`src/rtl/mem_arb_pkg.sv`:
```
// Shared types and widths for the instruction/data memory arbiter.
package mem_arb_pkg;
    localparam int ADDR_W = 16;
    localparam int DATA_W = 16;

    typedef enum logic [1:0] {IDLE, ACCESS, RESP} state_t;
    typedef enum logic {OWN_IF = 1'b0, OWN_D = 1'b1} owner_t;

    function automatic owner_t other_owner(input owner_t o);
        return (o == OWN_IF) ? OWN_D : OWN_IF;
    endfunction
endpackage

```
`src/rtl/mem_arb_pick.sv`:
```
// Combinational winner selection between the fetch and data ports.
module mem_arb_pick
    import mem_arb_pkg::*;
(
    input  logic if_req,
    input  logic d_req,
    input  logic pointer,
    output logic owner
);
    // pointer breaks ties only; a lone requester always wins
    always_comb begin
        owner = OWN_D;
        if (if_req && d_req) begin
            owner = pointer;
        end else if (if_req) begin
            owner = OWN_IF;
        end
    end
endmodule

```
`src/rtl/mem_arbiter.sv`:
```
// Two-port (fetch/data) single-memory arbiter: IDLE -> ACCESS -> RESP per transaction.
// Define MEM_ARB_RR_EN for round-robin arbitration; default is fixed data priority.
module mem_arbiter
    import mem_arb_pkg::*;
(
    input  logic              clk,
    input  logic              rst,
    input  logic              halt_sys,
    input  logic              if_req,
    input  logic [ADDR_W-1:0] if_addr,
    output logic              if_ack,
    output logic [DATA_W-1:0] if_rdata,
    input  logic              d_req,
    input  logic              d_we,
    input  logic [ADDR_W-1:0] d_addr,
    input  logic [DATA_W-1:0] d_wdata,
    output logic              d_ack,
    output logic [DATA_W-1:0] d_rdata,
    output logic              mem_write_en,
    output logic [ADDR_W-1:0] mem_address,
    output logic [DATA_W-1:0] mem_write_data,
    input  logic [DATA_W-1:0] mem_data_out,
    output logic              mem_halt,
    output logic              busy
);
    state_t            state_reg;
    owner_t            owner_reg;
    logic              if_ack_reg;
    logic              d_ack_reg;
    logic [DATA_W-1:0] if_rdata_reg;
    logic [DATA_W-1:0] d_rdata_reg;
    logic              mem_write_en_reg;
    logic [ADDR_W-1:0] mem_address_reg;
    logic [DATA_W-1:0] mem_write_data_reg;

    logic   pick_owner;
    logic   pointer;
    owner_t winner;
    logic   grant;
    logic   win_store;

    assign grant     = (state_reg == IDLE) && !halt_sys && (if_req || d_req);
    assign winner    = owner_t'(pick_owner);
    assign win_store = (winner == OWN_D) && d_we;

    mem_arb_pick u_pick (
        .if_req  (if_req),
        .d_req   (d_req),
        .pointer (pointer),
        .owner   (pick_owner)
    );

`ifdef MEM_ARB_RR_EN
    owner_t pointer_reg;

    // Favour whichever port lost the most recent grant.
    always_ff @(posedge clk or posedge rst) begin
        if (rst) begin
            pointer_reg <= OWN_D;
        end else if (grant) begin
            pointer_reg <= other_owner(winner);
        end
    end
    assign pointer = pointer_reg;
`else
    assign pointer = OWN_D;
`endif

    always_ff @(posedge clk or posedge rst) begin
        if (rst) begin
            state_reg          <= IDLE;
            owner_reg          <= OWN_IF;
            if_ack_reg         <= 1'b0;
            d_ack_reg          <= 1'b0;
            if_rdata_reg       <= '0;
            d_rdata_reg        <= '0;
            mem_write_en_reg   <= 1'b0;
            mem_address_reg    <= '0;
            mem_write_data_reg <= '0;
        end else begin
            if_ack_reg <= 1'b0;
            d_ack_reg  <= 1'b0;
            case (state_reg)
                IDLE: begin
                    if (grant) begin
                        owner_reg        <= winner;
                        mem_address_reg  <= (winner == OWN_D) ? d_addr : if_addr;
                        mem_write_en_reg <= win_store;
                        if (win_store) begin
                            mem_write_data_reg <= d_wdata;
                        end
                        state_reg <= ACCESS;
                    end
                end
                ACCESS: begin
                    // mem_write_en_reg still holds the latched store flag here
                    mem_write_en_reg <= 1'b0;
                    if (!mem_write_en_reg) begin
                        if (owner_reg == OWN_D) begin
                            d_rdata_reg <= mem_data_out;
                        end else begin
                            if_rdata_reg <= mem_data_out;
                        end
                    end
                    if (owner_reg == OWN_D) begin
                        d_ack_reg <= 1'b1;
                    end else begin
                        if_ack_reg <= 1'b1;
                    end
                    state_reg <= RESP;
                end
                RESP: begin
                    state_reg <= IDLE;
                end
                default: begin
                    state_reg <= IDLE;
                end
            endcase
        end
    end

    assign if_ack         = if_ack_reg;
    assign d_ack          = d_ack_reg;
    assign if_rdata       = if_rdata_reg;
    assign d_rdata        = d_rdata_reg;
    assign mem_write_en   = mem_write_en_reg;
    assign mem_address    = mem_address_reg;
    assign mem_write_data = mem_write_data_reg;
    assign busy           = (state_reg != IDLE);
    assign mem_halt       = halt_sys && (state_reg == IDLE);
endmodule

```
`config.mk`:
```
export PLATFORM = sky130hd
export DESIGN_NAME = mem_arbiter
export DESIGN_NICKNAME = d
export VERILOG_FILES = /design/src/rtl/mem_arb_pkg.sv /design/src/rtl/mem_arb_pick.sv /design/src/rtl/mem_arbiter.sv
export SDC_FILE = /design/constraint.sdc
export NUM_CORES = 1
export LEC_CHECK = 0
export CAP_MARGIN = 20
export CORE_MARGIN = 3
export CORE_UTILIZATION = 44
export CTS_CLUSTER_SIZE = 28
export DETAILED_ROUTE_END_ITERATION = 16
export PLACE_DENSITY = 0.93
export SLEW_MARGIN = 5
export SYNTH_ARGS = -nofsm -noshare
export SYNTH_HDL_FRONTEND = slang
export SYNTH_HIERARCHICAL = 1
export SYNTH_SLANG_ARGS = --single-unit
```
`constraint.sdc`:
```
create_clock -name clk -period 6.05 [get_ports clk]
set_input_delay 1.21 -clock clk [delete_from_list [all_inputs] [get_ports clk]]
set_output_delay 1.21 -clock clk [all_outputs]
set_load 0.02 [all_outputs]
```
Yosys cells after proc, flatten, opt, wreduce, memory -nomap -nowiden
Index checks and enable logic that the tools add are counted.
W data, S select, Z words.
{"block": "classes", "n_eq_ne": 2, "n_mux": 11, "n_reduce_logical": 15, "n_bitwise": 2}
{"op": "$mux W16", "n": 1}
{"op": "$reduce_and A3 Y1", "n": 3}
{"op": "$mux W1", "n": 7}
{"op": "$logic_and A1 B1 Y1", "n": 5}
{"op": "$pmux W2 S2", "n": 1}
{"op": "$reduce_and A2 Y1", "n": 2}
{"op": "$reduce_bool A2 Y1", "n": 2}
{"op": "$eq A2 B1 Y1 const B", "n": 1}
{"op": "$logic_not A2 Y1", "n": 1}
{"op": "$mux W2", "n": 1}
{"op": "$ne A2 B2 Y1 const B", "n": 1}
{"op": "$not A1 Y1", "n": 2}
{"op": "$pmux W1 S2", "n": 1}
{"op": "$logic_not A1 Y1", "n": 1}
{"op": "$logic_or A1 B1 Y1", "n": 1}
{"block": "word_totals", "elab_cells": 39, "in_bits": 70, "output_inout_bits": 69, "reg_bits": 70}

Longest topological paths before layout
{"block": "depth", "ltp_word": 5, "mapped_depth": 6, "depth_no_buf": 4}

Modules after synthesis
The synthesis kept the hierarchy.
{"module": "mem_arbiter", "area_each_um2": 2879.0, "cells_each": 175, "seq_area_each_um2": 1751.7, "n_inst": 1}
{"module": "mem_arb_pick", "area_each_um2": 10.0, "cells_each": 1, "seq_area_each_um2": 0.0, "n_inst": 1}

Worst setup path before layout
Ideal clock, no wire load.
{"block": "synth_timing", "kind": "input to output", "start": "in halt_sys", "end": "out mem_halt", "path_stages": 2, "arrival_time_ns": 1.524, "n_path_buf": 0, "required_time_ns": 4.840, "slack_ns": 3.316, "path_cell_list": "inv_1 > nor2_1"}
{"block": "synth_between", "elab_chain_len": 1}
{"element": "from (decl)", "line": "mem_arbiter.sv:8", "rtl": "input logic halt_sys,"}
{"element": "$logic_and A1 B1 Y1", "line": "mem_arbiter.sv:130", "rtl": "assign mem_halt = halt_sys && (state_reg == IDLE);"}
{"element": "to (decl)", "line": "mem_arbiter.sv:23", "rtl": "output logic mem_halt,"}
No other way between the ends.

Worst setup path in the final report
Ends and elaborated chain as after synthesis.

==> metrics <==
status=completed; CP Max Fanout=2; Design Power=2.042 mW; RSZ-0062 raised after global routing=false; area grow syn2layout=57.17%; Yosys top cell by area=dfrtp_1; GRT Util Overall=18.49%; htree depth=3; clk buf depth=2; I/O Pins=139; Mapped Nets=246; met2 wire length=3.559 mm; clk sinks=70; Fill cells=395; met1 wire length=2.676 mm; register area=1752 um^2; Setup crit end kind=output pin; routed len/inst=17.06 um; drt pass-1 iters=2; share of cells above drive strength 1=32.00%; Finish-stage setup viols=0; die area=7574 um^2; Port Buf Inserts=138; CTS resizes=0; # rows=28; Clock Latency Late Sink=0.33 ns; setup bufs post-CTS=0; Final GP Congestion=0.7031; actual slew at the worst max-slew pin=0.9756 ns; hold path cells=1; n_diodes=0; worst path arrival time=2.41 ns; Hold Path Class=reg -> reg; reg-to-reg slack, setup=3.98 ns; number of max-cap violations=0; DRC Markers=0; Routed Antenna Nets=0; Die Wd=87.03 um; area of the multi-input gates=1059 um^2; largest net degree at the start of global routing=71; half-perimeter wire length after placement=5.077 mm; #FFs+latches synth=70; Crit-path slowest cell=clkdlybuf4s50_1; sequential fraction of the synthesis area=60.63%; metal3 WL=486 um; Hold Vio Cnt, Final=0; CP Data Required Time=4.84 ns; Final #Nets=391; die span in y=87.03 um; vias in the first global route=2,205; Clock transition at path regs=0.06 ns; cell mode on critical path=clkdlybuf4s50_1; warning count from the yosys run=6; core area=6131 um^2; global-route wire length before repair=10.58 mm; slowest stage delay, CP=0.61 ns; Hold EP=mem_address[10]$_DFFE_PP0P_; WL final=6.825 mm; # hold bufs at CTS=0; cell area after synthesis=2889 um^2; Final Cycle Share=59.81%; kind of critical path=in -> out; Synth cell types=20; crit path cell chain=clkdlybuf4s50_1, inv_1, nor2_1, clkdlybuf4s50_1; CTS root buf=clkbuf_8; gr ovfl total=0; max_slew headroom=34.75%; Final Skew=0.007396 ns; Pleak=1.904 nW; Tmin final=3.619 ns; Cells after Synth=176; worst r2r src=state_reg[0]$_DFFE_PP0P_; DR vias/cell=4.808; Reg2Reg Depth=3; antenna violations before repair=0; Synth top area share=60.63%; Final TNS setup=0 ns; post-route design area=4541 um^2; Synth Area per Inst=16.41 um^2; DP Area=4319 um^2; VDD IR max=0.3468 mV; CTS tree=built; Fmax=276.3 MHz; Hold Crit Start=mem_address[10]$_DFFE_PP0P_; cell area power density=449.8 nW/um^2; initial core utilization=47.12%; Slew Limit Fails=0; highest routing layer actually used=met4; worst r2r dst=mem_write_data[0]$_DFFE_PP0P_; startpoint types=primary input; top cells by area, synth=dfrtp_1, mux2_2, mux2_4; Initial DRC Count=49; Vias=1,923; number of buffers created by CTS=9; fin util=74.06%
## worst max-delay path: cells and delay by family
family                 cells  cell delay, ns
AND/OR/NAND/NOR            1            0.08
buffers and inverters      3            1.12
## cell usage in the layout, fill, tap and decap left out
master           synthesis  routed
clkdlybuf4s50_1          0     138
mux2_2                  72      72
dfrtp_1                 70      70
clkbuf_8                 0      11
mux2_4                   9       9
buf_4                    2       3
nand2_1                  2       2
o21bai_1                 2       2
inv_1                    3       2
nor2_1                   2       2
clkinv_2                 0       2
bufinv_16                0       2
or2_1                    1       1
nor3_4                   1       1
nor2_4                   1       1
nand2b_1                 1       1
nor3_2                   1       1
nor3b_2                  1       1
and2_1                   1       1
inv_2                    0       1
a21bo_1                  1       1
conb_1                   1       1
## report_power, final
part,total (mW),internal (mW),switching (mW),leakage [nW]
combinational,0.885,0.490,0.394,0.951
clock,0.414,0.251,0.163,0.115
sequential,0.744,0.645,0.0986,0.838
## synthesized netlist by cell type (all sizes together)
library cell and instances:
a21bo 1, buf 7, inv 3, conb 1, nand2b 1, mux2 81, nor2 3, and2 1
nand2 2, or2 1, dfrtp 70, o21bai 2, nor3 2, nor3b 1
## kinds of logic after synthesis
family,synth area share [%]
simple gates,2.902
buf+inv,2.728
other cells,0.1298
mux,32.74
flops,60.63
compound gates,0.8660
## worst max path at each step
stage | start | endpoint | slack, ns | cells after the start
2_1_floorplan | rst | d_ack$_DFF_PP0_ | 3.07 | 1
3_3_place_gp | if_req | mem_write_data[11]$_DFFE_PP0P_ | 2.27 | 5
3_5_place_dp | if_req | mem_write_data[13]$_DFFE_PP0P_ | 2.13 | 5
4_1_cts | halt_sys | mem_halt | 2.42 | 4
5_1_grt | if_req | mem_write_data[0]$_DFFE_PP0P_ | 2.36 | 5
6_report | halt_sys | mem_halt | 2.43 | 4
## final cells by class
cell class / count / area share [%]
clock buffers: 11 / 3.334
clock inverters: 4 / 1.543
inverters: 3 / 0.2480
multi-input cells: 96 / 23.31
flip-flops and latches: 70 / 38.58
well taps: 75 / 2.067
repair buffers: 141 / 30.92
## through the flow
| step | worst slack, ns | hold slack [ns] | std cells |
|---|---|---|---|
| 2_1_floorplan | 3.072 | 0.4676 | 176 |
| 3_3_place_gp | 2.265 | 0.4882 | 385 |
| 3_5_place_dp | 2.127 | 0.4945 | 385 |
| 4_1_cts | 2.422 | 0.5110 | 400 |
| 5_1_grt | 2.364 | 0.5248 | 400 |
| 6_report | 2.431 | 0.5059 | 400 |
## metal layers
metal	track usage [%]	up-vias
met2	32.30	75
met5	0	-
met3	4.257	8
met1	21.93	933
met4	7.365	0
li1	-	907
Note: power is estimated with default switching activity, not from simulation.
